`src/rtl/vga_pixel_shifter.sv`:
```
`default_nettype none
// ============================================================================
// Module      : vga_pixel_shifter
// Description : Text-mode glyph serializer with attribute colouring, blinking
//               underline cursor and per-character blink, 4-bit colour index out.
// Revision    : 1.0 - initial release
// ============================================================================
module vga_pixel_shifter #(
    parameter int BLINK_FRAMES = 16,
    parameter int CUR_LINE     = 7
) (
    input  logic       pclk,
    input  logic       rst,
    input  logic       shload_n,
    input  logic       blank,
    input  logic       vblank_n,
    input  logic [7:0] glyph,
    input  logic [7:0] attr,
    input  logic [6:0] cell_col,
    input  logic [8:0] cell_row,
    input  logic       cur_en,
    input  logic [6:0] cur_col,
    input  logic [5:0] cur_row,
    output logic [3:0] pix,
    output logic       pix_blank
);

    localparam int                 c_CNT_W    = (BLINK_FRAMES > 2) ? $clog2(BLINK_FRAMES) : 1;
    localparam logic [c_CNT_W-1:0] c_CNT_MAX  = c_CNT_W'(BLINK_FRAMES - 1);
    localparam logic [2:0]         c_CUR_LINE = 3'(CUR_LINE);

    logic [7:0]         r_shreg;
    logic [3:0]         r_fg;
    logic [3:0]         r_bg;
    logic               r_cblink;
    logic               r_cur_hit;
    logic               r_vblank_q;
    logic [c_CNT_W-1:0] r_frame_cnt;
    logic               r_phase;
    logic [3:0]         r_pix;
    logic               r_pix_blank;

    logic               w_load;
    logic               w_cur_hit;
    logic               w_vfall;
    logic [3:0]         w_fg_eff;
    logic               w_on;

    assign w_load    = ~shload_n;
    assign w_cur_hit = cur_en
                     & (cell_col == cur_col)
                     & (cell_row[8:3] == cur_row)
                     & (cell_row[2:0] == c_CUR_LINE);
    assign w_vfall   = r_vblank_q & ~vblank_n;

    // Blinking characters show as background during the off phase
    assign w_fg_eff  = (r_cblink & ~r_phase) ? r_bg : r_fg;
    assign w_on      = r_shreg[7] | (r_cur_hit & r_phase);

    // Glyph shift register and latched cell attributes
    always_ff @(posedge pclk or posedge rst) begin
        if (rst) begin
            r_shreg   <= 8'h00;
            r_fg      <= 4'h0;
            r_bg      <= 4'h0;
            r_cblink  <= 1'b0;
            r_cur_hit <= 1'b0;
        end else if (w_load) begin
            r_shreg   <= glyph;
            r_fg      <= attr[3:0];
            r_bg      <= {1'b0, attr[6:4]};
            r_cblink  <= attr[7];
            r_cur_hit <= w_cur_hit;
        end else begin
            r_shreg   <= {r_shreg[6:0], 1'b0};
        end
    end

    // Frame counter driving the shared cursor / character blink phase
    always_ff @(posedge pclk or posedge rst) begin
        if (rst) begin
            r_vblank_q  <= 1'b1;
            r_frame_cnt <= '0;
            r_phase     <= 1'b0;
        end else begin
            r_vblank_q <= vblank_n;
            if (w_vfall) begin
                if (r_frame_cnt == c_CNT_MAX) begin
                    r_frame_cnt <= '0;
                    r_phase     <= ~r_phase;
                end else begin
                    r_frame_cnt <= r_frame_cnt + 1'b1;
                end
            end
        end
    end

    // Output pixel register
    always_ff @(posedge pclk or posedge rst) begin
        if (rst) begin
            r_pix       <= 4'h0;
            r_pix_blank <= 1'b1;
        end else begin
            r_pix       <= blank ? 4'h0 : (w_on ? w_fg_eff : r_bg);
            r_pix_blank <= blank;
        end
    end

    assign pix       = r_pix;
    assign pix_blank = r_pix_blank;

endmodule
`default_nettype wire

```
`config.mk`:
```
export PLATFORM = sky130hd
export DESIGN_NAME = vga_pixel_shifter
export DESIGN_NICKNAME = d
export VERILOG_FILES = /design/src/rtl/vga_pixel_shifter.sv
export SDC_FILE = /design/constraint.sdc
export NUM_CORES = 1
export LEC_CHECK = 0
export ABC_AREA = 1
export BUFFER_PORTS_ARGS = -buffer_cell sky130_fd_sc_hd__buf_2
export CAP_MARGIN = 25
export CORE_ASPECT_RATIO = 0.8
export CORE_MARGIN = 3
export CORE_UTILIZATION = 34
export CTS_CLUSTER_SIZE = 24
export DETAILED_ROUTE_END_ITERATION = 7
export PLACE_DENSITY = 0.57
export SLEW_MARGIN = 0
export SYNTH_ARGS = -nofsm -noshare
export SYNTH_HDL_FRONTEND = slang
export SYNTH_SLANG_ARGS = --single-unit
```
`constraint.sdc`:
```
create_clock -name pclk -period 1.4 [get_ports pclk]
set_input_delay 0.07 -clock pclk [delete_from_list [all_inputs] [get_ports pclk]]
set_output_delay 0.07 -clock pclk [all_outputs]
set_load 0.005 [all_outputs]
```
After elaboration in Yosys (flattened, before gate mapping). Index checks and enable logic that the tools add are counted.

Add/subtract/negate cells: 1. Multiply operators: 0. Div/mod/pow operators: 0. $lt $le $gt $ge: 0. Eq/ne operators: 4. Shift operators: 0. Multiplexer cells: 5. Bitwise operators: 9. Reductions and logical operators: 1.

Operators with widths (number): $mux W4 (4); $mux W8 (1); $eq A7 B7 Y1 (1); $and A1 B1 Y1 (6); $eq A6 B6 Y1 (1); $add A4 B1 Y4 const B (1); $eq A4 B4 Y1 const B (1); $eq A3 B3 Y1 const B (1); $not A1 Y1 (2); $reduce_and A2 Y1 (1); $or A1 B1 Y1 (1).

Flip-flop bits (word level): 28. Bits in latches: 0. RAM bits: 0. ROM bits: 0. Bits of input ports: 51. Word-level logic and storage cells: 30. Memories kept: 0.

Logic depth before layout (Yosys ltp).
Depth in word-level cells: 5. Depth in mapped cells: 8.

Worst setup path after synthesis. No wires, ideal clock.

Path kind: reg-to-reg. Start point: reg r_vblank_q. End point: reg r_frame_cnt[3]. Arrival: 0.978 ns. Required time: 1.277 ns. Slack: 0.300 ns. Stages on the path, launching flop included: 7. Period minus slack after synthesis: 1.100 ns. Path through: dfstp_2 inv_1 nor2_4 inv_1 nor2_1 xnor2_1 nor2_1.

Longest elaborated chain between the ends: 1.

RTL lines: from (decl) (line 37) `logic r_vblank_q;`; from (signal assigned) (line 86) `r_vblank_q <= vblank_n;`; $and A1 B1 Y1 (line 54) `assign w_vfall = r_vblank_q & ~vblank_n;`; to (signal assigned) (line 92) `r_frame_cnt <= r_frame_cnt + 1'b1;`; to (decl) (line 38) `logic [c_CNT_W-1:0] r_frame_cnt;`.

No other way between the ends. A chain may end at the register's enable or synchronous reset.

Final worst setup path.
Start point: reg r_vblank_q. End point: reg r_phase.

Longest elaborated chain between the ends: 2.

RTL lines: $and A1 B1 Y1 (line 54); $reduce_and A2 Y1 (no line); to (signal assigned) (line 90) `r_phase <= ~r_phase;`; to (decl) (line 39) `logic r_phase;`.

No other way between the ends.

==> results.cfg <==
[outcome]
status = completed

[grt]
antenna_found_initial = 0
first_global_vias = 1041
grt_max_degree = 29
grt_pass1_wl_mm = 4.36
gr-usage-all-layers_pct = 11.0
overflow = 0

[sta]
setup_viol = 0
tightestPinTransition_ns = 0.412
rsz0062_at_grt = no
slew_headroom_pct = 72.5
period_share_pct = 81.8
fin_crit_ns = 1.14
max_freq_mhz = 874
drv_slew = 0
finalSetupTns_ns = 0
clock_skew_ns = 0.00768
finalHoldViolCount = 0

[routing]
routed_wl_mm = 2.61
drc = 0
first_iter_violations = 30
firstDrtPassIters = 3
avgViaCountPerCell = 3.94
ant_nets = 0
routedWlPerCell_um = 9.37
route.vias.total = 1095

[placed_design]
dp.cells = 270
io_buffers = 55
place.gp.congestion = 0.774
post-dp-hpwl_mm = 2.09

[synth]
syn-num-nets = 213
ys_warn_count = 0
ys_seq_area_share_pct = 50.8
netlist_instances = 161
synth.avg_cell_area_um2 = 8.60
netlist_top_cells_area = dfrtp_1 47%, nand2_1 12%, mux2_2 12%
async_flop_share_pct = 100
syn_area_um2 = 1390
synth_seq_cells = 28
synth_top_cells_by_count = 46 x nand2_1, 32 x inv_1, 26 x dfrtp_1
yosys.area.top_type = dfrtp_1
yosysMostFrequentCell = nand2_1
synth_top_area_share_pct = 47.0
synth_edf_count = 0
synth_ff_type = dfrtp_1
synth_cell_type_count = 16

[power]
p_leak_nw = 1.04
power.total_w = 0.00201
p_per_area_nw_per_um2 = 1100
ir_worst_vdd_v = 0.000786

[worst_setup_path]
cp.arrival_ns = 1.34
worst-path-max-fanout = 5
worstPathRequired_ns = 1.60
crit_type = reg2reg
worstSetupStartpointType = flip-flop
cp-end-kind = flip-flop

[final_layout]
nets = 276
n_antenna_cell = 0
fill_cells = 404
drive_above_1_share_pct = 35.4
final_cells = 278
synthToLayoutAreaGrowth_pct = 31.8

[run]
cap_violations = 0

[worst_hold_path]
min_path_type = in2reg

[clock_network]
post_cts_buffers = 0
htree_num_levels = 1
cts.sinks = 28
cts_root_buffer = clkbuf_8
clockBufferDepth = 2
cts_buffers = 3
cts.clk_slew.worst_paths_ns = 0.09
clk_latency_ns = 0.27
cts_tree = done

[floorplan]
dieArea_um2 = 4880
start_util_pct = 35.9
chipWidth_um = 77.4
core_area_um2 = 3850
row_count = 20
dieHeight_um = 63.1
io-pin-count = 56
path summary, 6_finish.rpt:
path	from	to	slack (ns)	depth (start not counted)
max in group asynchronous	rst	r_vblank_q	0.70	4
min reg2reg	r_phase	r_phase	0.46	1
min in group asynchronous	rst	r_cblink	0.39	4
min	attr[5]	r_bg[1]	0.02	2
max	r_vblank_q	r_phase	0.26	5
max reg2reg	r_vblank_q	r_phase	0.26	5
layout make-up:
cell class                 count  area [um^2]  area share [%]
multi-input combinational     99          539            29.5
tap                           55         68.8            3.77
inverter                      32          120            6.58
clock inverter                 1         30.0            1.64
timing repair buffer          60          323            17.7
sequential                    28          703            38.5
clock buffer                   3         41.3            2.26
logic make-up after synthesis:
family / after synthesis / share of synthesized area, %
and+or+nand+nor: 73 / 21.0
buffers and inverters: 34 / 10.3
DFF: 28 / 50.8
muxes: 15 / 12.2
AOI/OAI and AO/OA: 6 / 2.35
xor gates and xnor gates: 4 / 2.53
adders and majority gates: 1 / 0.903
registers in the layout, summed over array words and instances (netlist names):
signal	count
pix	4
r_cblink	1
r_frame_cnt	4
pix_blank	1
r_shreg	8
r_vblank_q	1
r_fg	4
r_bg	3
r_cur_hit	1
r_phase	1
stage by stage:
stage	area (um^2)	setup slack, ns	util [%]	hold WS (ns)
after global routing	1830	0.147	47.4	0.0108
after floorplan	1390	0.300	-	0.0745
after detailed placement	1710	0.239	44.5	0.155
after CTS	1830	0.241	47.4	0.0121
final	1830	0.255	47.4	0.0175
after global placement	1710	0.270	44.5	0.148
layout by cell type (no fill, tap or decap), drive strengths merged:
| cell | synthesis | routed |
|---|---|---|
| o21bai | 1 | 1 |
| nor2 | 22 | 22 |
| xor2 | 1 | 1 |
| o21ai | 5 | 5 |
| ha | 1 | 1 |
| dfstp | 2 | 2 |
| dlygate4sd3 | 0 | 4 |
| clkbuf | 0 | 3 |
| xnor2 | 3 | 3 |
| nand2 | 46 | 46 |
| dfrtp | 26 | 26 |
| nand3 | 5 | 5 |
| inv | 32 | 32 |
| bufinv | 0 | 1 |
| mux2 | 15 | 15 |
| buf | 2 | 56 |
repair_timing:
item / CTS / global route
gates resized for setup: 0 / 0
hold buffers: 4 / 0
hold endpoints to repair: 29 / 0
critical path, cell delays in order (launching register included):
cell and delay [ns]:
dfstp_2 0.52, inv_1 0.05, nor2_4 0.11, inv_1 0.08, nor2_1 0.16, xor2_1 0.16
report_power, final:
group          switching (W)  internal [W]
clock               0.000240      0.000383
combinational       0.000175      0.000204
sequential         0.0000686      0.000937
total               0.000484       0.00152
routing by layer:
| layer | global-route usage, % | vias up | share of wire (%) |
|---|---|---|---|
| li1 | - | 600 | - |
| met1 | 14.3 | 466 | 49 |
| met2 | 17.6 | 27 | 44 |
| met3 | 4.14 | 2 | 5.7 |
| met4 | 2.00 | 0 | 0.50 |
| met5 | 0 | - | 0 |
(Power assumes the default switching activity.)
